**config.mk**
```make
export PLATFORM = sky130hd
export DESIGN_NAME = mdu_sequencer
export DESIGN_NICKNAME = d
export VERILOG_FILES = /design/src/rtl/mdu_pkg.sv /design/src/rtl/mdu_shift_datapath.sv /design/src/rtl/mdu_sequencer.sv
export SDC_FILE = /design/constraint.sdc
export NUM_CORES = 1
export LEC_CHECK = 0
export BUFFER_PORTS_ARGS = -buffer_cell sky130_fd_sc_hd__buf_2
export CAP_MARGIN = 20
export CORE_MARGIN = 2
export CORE_UTILIZATION = 45
export CTS_CLUSTER_DIAMETER = 60
export DETAILED_ROUTE_END_ITERATION = 16
export HOLD_SLACK_MARGIN = 0.15
export MAX_ROUTING_LAYER = met4
export PLACE_DENSITY = 0.63
export SYNTH_ARGS = -nofsm -noshare
export SYNTH_HDL_FRONTEND = slang
export SYNTH_SLANG_ARGS = --single-unit
```
**constraint.sdc**
```tcl
create_clock -name i_clk -period 4.4 [get_ports i_clk]
set_input_delay 1.1 -clock i_clk [delete_from_list [all_inputs] [get_ports i_clk]]
set_output_delay 1.1 -clock i_clk [all_outputs]
set_load 0.01 [all_outputs]
```
**src/rtl/mdu_pkg.sv**
```systemverilog
// Shared encodings for the multiply/divide unit.
// Divider support is compiled in only when MDU_DIV_EN is defined.
package mdu_pkg;
  localparam int DATA_WIDTH = 32;
  localparam int CNT_W      = $clog2(DATA_WIDTH);

  typedef enum logic [1:0] {
    MDU_MULT  = 2'b00,
    MDU_MULTU = 2'b01,
    MDU_DIV   = 2'b10,
    MDU_DIVU  = 2'b11
  } mdu_op_e;

  typedef enum logic [1:0] {
    S_IDLE,
    S_CALC,
    S_SIGN
  } mdu_state_e;
endpackage

```
**src/rtl/mdu_shift_datapath.sv**
```systemverilog
// Iterative magnitude datapath: shift-add multiplier, and (MDU_DIV_EN) restoring divider.
// Operands arrive as magnitudes; sign fix-up happens in the sequencer.
module mdu_shift_datapath #(
  parameter int W = 32
) (
  input  logic         i_clk,
  input  logic         i_rst,
  input  logic         i_load,
  input  logic         i_step,
`ifdef MDU_DIV_EN
  input  logic         i_div,
`endif
  input  logic [W-1:0] i_a,
  input  logic [W-1:0] i_b,
  output logic [W-1:0] o_hi,
  output logic [W-1:0] o_lo
);
  logic [2*W-1:0] acc_q, acc_d;
  logic [W-1:0]   opnd_q;
  logic [W:0]     sum;
`ifdef MDU_DIV_EN
  logic           div_q;
  logic [W-1:0]   rem_q, rem_d;
  logic [W:0]     shifted, diff;
`endif

  always_comb begin
    // Multiply: low half holds the remaining multiplier bits, consumed LSB first.
    sum   = {1'b0, acc_q[2*W-1:W]} + (acc_q[0] ? {1'b0, opnd_q} : '0);
    acc_d = {sum, acc_q[W-1:1]};
`ifdef MDU_DIV_EN
    shifted = {rem_q, acc_q[W-1]};
    diff    = shifted - {1'b0, opnd_q};
    rem_d   = rem_q;
    if (div_q) begin
      rem_d = diff[W] ? shifted[W-1:0] : diff[W-1:0];
      acc_d = {acc_q[2*W-1:W], acc_q[W-2:0], ~diff[W]};
    end
`endif
  end

  always_ff @(posedge i_clk) begin
    if (i_rst) begin
      acc_q  <= '0;
      opnd_q <= '0;
`ifdef MDU_DIV_EN
      div_q  <= 1'b0;
      rem_q  <= '0;
`endif
    end else if (i_load) begin
`ifdef MDU_DIV_EN
      div_q  <= i_div;
      rem_q  <= '0;
      opnd_q <= i_div ? i_b : i_a;
      acc_q  <= {{W{1'b0}}, (i_div ? i_a : i_b)};
`else
      opnd_q <= i_a;
      acc_q  <= {{W{1'b0}}, i_b};
`endif
    end else if (i_step) begin
      acc_q <= acc_d;
`ifdef MDU_DIV_EN
      rem_q <= rem_d;
`endif
    end
  end

`ifdef MDU_DIV_EN
  assign o_hi = div_q ? rem_q : acc_q[2*W-1:W];
`else
  assign o_hi = acc_q[2*W-1:W];
`endif
  assign o_lo = acc_q[W-1:0];
endmodule

```
**src/rtl/mdu_sequencer.sv**
```systemverilog
// MDU controller: FSM, iteration counter, sign fix-up, HI/LO and pipeline stall.
// Divide ops are accepted only when MDU_DIV_EN is defined; otherwise they are ignored.
module mdu_sequencer
  import mdu_pkg::*;
#(
  parameter int DATA_WIDTH = mdu_pkg::DATA_WIDTH
) (
  input  logic                  i_clk,
  input  logic                  i_rst,
  input  logic                  i_start,
  input  logic [1:0]            i_op,
  input  logic [DATA_WIDTH-1:0] i_srcA,
  input  logic [DATA_WIDTH-1:0] i_srcB,
  input  logic                  i_hi_rd,
  input  logic                  i_lo_rd,
  input  logic                  i_hi_wr,
  input  logic                  i_lo_wr,
  input  logic [DATA_WIDTH-1:0] i_wdata,
  input  logic                  i_cancel,
  output logic                  o_busy,
  output logic                  o_stall,
  output logic                  o_done,
  output logic [DATA_WIDTH-1:0] o_hi,
  output logic [DATA_WIDTH-1:0] o_lo
);
  localparam int W  = DATA_WIDTH;
  localparam int CW = $clog2(DATA_WIDTH);

  mdu_state_e     state_q, state_d;
  logic [CW-1:0]  cnt_q, cnt_d;
  logic [W-1:0]   hi_q, hi_d, lo_q, lo_d;
  logic           done_q, div_q, neg_res_q, neg_rem_q, dz_q;
  logic           is_div, is_signed, op_ok, dz, accept;
  logic [W-1:0]   a_mag, b_mag, dp_hi, dp_lo, quo_fix, rem_src, rem_fix;
  logic [2*W-1:0] prod_fix;

  assign is_div    = i_op[1];
  assign is_signed = (i_op == MDU_MULT) || (i_op == MDU_DIV);
`ifdef MDU_DIV_EN
  assign op_ok = 1'b1;
`else
  assign op_ok = ~i_op[1];
`endif
  assign dz     = is_div & (i_srcB == '0);
  assign accept = (state_q == S_IDLE) & i_start & ~i_cancel & op_ok;
  assign a_mag  = (is_signed & i_srcA[W-1]) ? -i_srcA : i_srcA;
  assign b_mag  = (is_signed & i_srcB[W-1]) ? -i_srcB : i_srcB;

  mdu_shift_datapath #(.W(W)) u_dp (
    .i_clk  (i_clk),
    .i_rst  (i_rst),
    .i_load (accept),
    .i_step (state_q == S_CALC),
`ifdef MDU_DIV_EN
    .i_div  (is_div),
`endif
    .i_a    (a_mag),
    .i_b    (b_mag),
    .o_hi   (dp_hi),
    .o_lo   (dp_lo)
  );

  always_comb begin
    state_d = state_q;
    cnt_d   = cnt_q;
    case (state_q)
      S_IDLE: if (accept) begin
        cnt_d   = '0;
        state_d = dz ? S_SIGN : S_CALC;
      end
      S_CALC: begin
        cnt_d = cnt_q + 1'b1;
        if (i_cancel)                         state_d = S_IDLE;
        else if (cnt_q == CW'(DATA_WIDTH-1)) state_d = S_SIGN;
      end
      default: state_d = S_IDLE;
    endcase
  end

  always_ff @(posedge i_clk) begin
    if (i_rst) begin
      state_q <= S_IDLE;
      cnt_q   <= '0;
    end else begin
      state_q <= state_d;
      cnt_q   <= cnt_d;
    end
  end

  // Divide-by-zero leaves |A| in the datapath low half; re-applying A's sign restores A exactly.
  assign prod_fix = neg_res_q ? -{dp_hi, dp_lo} : {dp_hi, dp_lo};
  assign quo_fix  = neg_res_q ? -dp_lo : dp_lo;
  assign rem_src  = dz_q ? dp_lo : dp_hi;
  assign rem_fix  = neg_rem_q ? -rem_src : rem_src;

  always_comb begin
    hi_d = hi_q;
    lo_d = lo_q;
    if (state_q == S_SIGN && !i_cancel) begin
      if (div_q) begin
        hi_d = rem_fix;
        lo_d = dz_q ? '1 : quo_fix;
      end else begin
        {hi_d, lo_d} = prod_fix;
      end
    end else if (state_q == S_IDLE && !i_start) begin
      if (i_hi_wr) hi_d = i_wdata;
      if (i_lo_wr) lo_d = i_wdata;
    end
  end

  always_ff @(posedge i_clk) begin
    if (i_rst) begin
      hi_q      <= '0;
      lo_q      <= '0;
      done_q    <= 1'b0;
      div_q     <= 1'b0;
      neg_res_q <= 1'b0;
      neg_rem_q <= 1'b0;
      dz_q      <= 1'b0;
    end else begin
      hi_q   <= hi_d;
      lo_q   <= lo_d;
      done_q <= (state_q == S_SIGN) & ~i_cancel;
      if (accept) begin
        div_q     <= is_div;
        neg_res_q <= is_signed & (i_srcA[W-1] ^ i_srcB[W-1]);
        neg_rem_q <= is_signed & i_srcA[W-1];
        dz_q      <= dz;
      end
    end
  end

  assign o_busy  = (state_q != S_IDLE);
  assign o_stall = o_busy & (i_start | i_hi_rd | i_lo_rd | i_hi_wr | i_lo_wr);
  assign o_done  = done_q;
  assign o_hi    = hi_q;
  assign o_lo    = lo_q;
endmodule

```
==> metrics.md <==
| Metric | Value |
|---|---|
| Power Dens Cells | roughly 280 mW/mm2 |
| First-pass GRT wire length | between 60,000 and 70,000 um |
| Post-layout nets | 1,923 |
| Mapped Nets | about 1,800 |
| Vias in the first global route | around 12,000 |
| Hold path depth | 2 |
| Die X | roughly 170 um |
| Max VDD drop | ~0.24 mV |
| Register area share after synthesis | 0.269 |
| Die ar. | 0.0298 mm2 |
| Via count | around 13,000 |
| Clk_lat worst skew | about 0.45 ns |
| Hold Crit Class | flip-flop to flip-flop |
| TNS Setup | 0 ns |
| Initial antenna violation count | 2 |
| Overall die height | about 170 um |
| Initial Utilization | 0.459 |
| CTS sink cnt | between 150 and 200 |
| TritonCTS clock tree | yes |
| Hold worst-path end | u_dp.opnd_q[21]$_SDFFE_PP0P_ |
| Router iterations before antenna repair | 7 |
| Syn Area/Cell | between 7 and 8 um2 |
| Finished Cell Area | between 0.01 and 0.015 mm2 |
| Share of synthesized flip-flops with an asynchronous set or reset | 0 |
| Setup crit start kind | flip-flop |
| Critical Path AT | 4.04 ns |
| Fin crit share | 0.829 |
| Layout area overhead | 13.2% |
| Non-Filler Instances | between 2,000 and 2,500 |
| Fmax | roughly 0.27 GHz |
| Detail Placement HPWL | ~31,000 um |
| Syn. warnings | 0 |
| # Post-CTS Setup Buffers | 0 |
| Worst-path maximum fanout | 32 |
| Largest net degree at the start of global routing | 66 |
| Smallest hold slack | roughly 0.46 ns |
| Sequential share of power | 0.423 |
| Core area | 0.0279 mm2 |
| Root buf cell | clkbuf_16 |
| RSZ-0062 raised after global routing | no |
| Hold Startpoint | u_dp.opnd_q[21]$_SDFFE_PP0P_ |
| WL/cell | between 15 and 20 um |
| Leak | roughly 5.7 nW |
| Switching power | 1.21 mW |
| RePlAce Congestion | roughly 0.97 |
| Status | completed |
| Top_reg_cell synth | dfxtp_1 |
| DP Area | around 0.014 mm2 |
| Worst Tran Pin Value | slightly above 1 ns |
| CTS H-tree depth | 4 |
| Int Pwr | roughly 2.8 mW |
| Max Buffers Root-to-Sink | 2 |
| Port Buffers | roughly 170 |
| Placed cells | 2,137 |
| Routed wire length | roughly 41,000 um |
| Combinational fraction of design power | 0.171 |
| Cells after Synth | around 1,700 |
| Post-CTS Resized | 0 |
| Switching Share | 0.303 |
| Reg clk slew, reported paths | about 0.08 ns |
| DR iter-0 viols | around 1,200 |
| Post-Syn Area | ~0.013 mm2 |
| CTS Hold Bufs | 0 |
| Clk pwr share | 0.406 |
| Worst slew margin | 0.312 |
| Fin. Hold Viols | 0 |
| # rows | slightly above 60 |
| Synth Register Bits | around 170 |
| DR vias/cell | between 5 and 6 |
| Remaining DRCs | 0 |
| Io pins | 173 |
| Worst setup EP type | flip-flop |
| GRT overflow | 0 |
| Max-cap violations | 0 |
| R2R Path Start | u_dp.acc_q[0]$_SDFFE_PP0P_ |
| Reg2Reg Setup Slack | about 0.75 ns |
| EDFF count, synth | 0 |
| Max Transition Viols Final | 0 |
| Required time worst endpoint | around 4.8 ns |
| R2r worst-path depth | 12 |
| Final setup fails | 0 |
| CTS Buf Count | 17 |
| Share of cells above drive strength 1 | 0.154 |
| Worst Skew | about 0.016 ns |
| Distinct cells, synth | 74 |
| Setup CP Type | flip-flop to flip-flop |
| ANT nets after route | 0 |
| GR Util All Layers | 0.279 |
| R2R Path End | u_dp.acc_q[63]$_SDFFE_PP0P_ |
| Min cycle time layout | about 3.6 ns |
-- per-layer routing --
metal | global-route usage | vias to the layer above | wire length [um]
li1 | - | 6239 | -
met2 | 0.426 | 547 | 18300
met1 | 0.388 | 6009 | 19500
met3 | 0.0341 | 57 | 2800
met5 | - | - | 0
met4 | 0.0791 | 0 | 926
-- worst max-delay path by stage --
stage	from	endpoint	slack [ns]	cells past startpoint
finish	u_dp.acc_q[0]$_SDFFE_PP0P_	u_dp.acc_q[63]$_SDFFE_PP0P_	0.75	12
global route	u_dp.acc_q[18]$_SDFFE_PP0P_	o_hi[28]$_SDFFE_PP0P_	0.46	10
CTS	u_dp.acc_q[0]$_SDFFE_PP0P_	u_dp.acc_q[63]$_SDFFE_PP0P_	0.79	12
detailed placement	i_srcA[4]	u_dp.opnd_q[27]$_SDFFE_PP0P_	0.66	9
global placement	i_srcA[4]	u_dp.opnd_q[27]$_SDFFE_PP0P_	0.68	9
floorplan	dz_q$_SDFFE_PP0P_	o_hi[28]$_SDFFE_PP0P_	0.47	17
-- state kept, by name, summed over array words and instances (netlist names) --
signal,flops
u_dp.acc_q,64
o_hi,32
o_lo,32
u_dp.opnd_q,32
cnt_q,5
state_q,2
div_q,1
dz_q,1
neg_rem_q,1
neg_res_q,1
o_done,1
-- metrics by stage --
stage	power, mW	util	setup slack (ns)
finish	4.00	0.520	0.750
global route	4.14	0.520	0.458
CTS	4.00	0.520	0.791
detailed placement	2.40	0.498	0.662
global placement	2.40	0.498	0.683
floorplan	2.13	-	0.473
-- area by class of cell --
cell class	instances	area, um2
diodes	2	5.00
clock buffers	20	467
clock inverters	12	148
fillers	2727	13400
inverters	31	116
multi-input cells	1350	8720
flip-flops and latches	172	3450
well taps	378	473
repair buffers	206	1120
-- synthesized netlist by cell type, types with 4 or more instances --
cell,number,area share
a21o_1,15,0.0088
nand4_1,11,0.0054
a21oi_1,127,0.050
nor3_1,41,0.016
nor4_1,22,0.011
nand2_1,223,0.065
nor2b_1,13,0.0064
o41ai_1,6,0.0041
a211oi_1,50,0.029
dfxtp_1,172,0.27
o21bai_1,4,0.0023
or2_2,7,0.0034
xnor2_1,96,0.066
nand3b_1,5,0.0029
clkbuf_1,108,0.032
and3_1,10,0.0049
nor2_1,149,0.044
a31oi_1,11,0.0054
ha_1,38,0.037
nand2b_1,19,0.0093
xor2_1,78,0.053
inv_1,31,0.0091
buf_1,22,0.0065
buf_2,8,0.0031
and2_1,38,0.019
o31ai_1,37,0.022
o21ai_0,69,0.027
a311oi_1,33,0.023
or3_1,16,0.0078
mux2i_1,79,0.062
o22ai_1,10,0.0049
or4_4,4,0.0035
or4_1,7,0.0041
o21ai_1,6,0.0023
o211ai_1,7,0.0041
nand3_1,27,0.011
a221oi_1,34,0.023
-- placed cells by master, fill, tap and decap left out, drive strengths merged, types with 19 or more instances in the layout --
master	Yosys	routed
nand2	223	223
xnor2	96	96
a221oi	34	34
nor3	42	42
o31ai	38	38
dfxtp	172	172
nor2	149	149
a211oi	50	50
a311oi	33	33
ha	38	38
xor2	78	78
mux2i	79	79
nor4	22	22
and2	39	39
clkbuf	109	20
o21ai	77	77
buf	31	206
nand3	27	27
nand2b	19	19
a21oi	127	127
inv	31	38
-- worst max-delay path, cell delays in order, from the launching register on --
cell and delay, ns:
dfxtp_1 0.42, buf_4 0.30, nand2_1 0.14, fa_1 0.42
nor2b_1 0.15, o21ai_0 0.12, a21boi_1 0.33, o21ai_0 0.27
o21ai_1 0.31, a41oi_1 0.37, o31a_1 0.43, o21ai_0 0.18
o211a_1 0.16
-- power by group through the flow --
| stage | registers (mW) | logic (mW) | clock network, mW |
|---|---|---|---|
| floorplan | 1.70 | 0.427 | 0 |
| global placement | 1.72 | 0.673 | 0 |
| detailed placement | 1.72 | 0.678 | 0 |
| CTS | 1.69 | 0.679 | 1.64 |
| global route | 1.70 | 0.748 | 1.70 |
| finish | 1.69 | 0.685 | 1.62 |
-- cell families after synthesis --
family / after synthesis / share of synthesized area
multiplexers: 82 / 0.0644
buffers and inverters: 171 / 0.0516
AND/OR/NAND/NOR: 610 / 0.226
adder cells (fa/ha/maj): 39 / 0.0387
XOR/XNOR: 174 / 0.119
AO/OA/AOI/OAI: 445 / 0.231
flip-flops: 172 / 0.269
(Power assumes the default switching activity.)
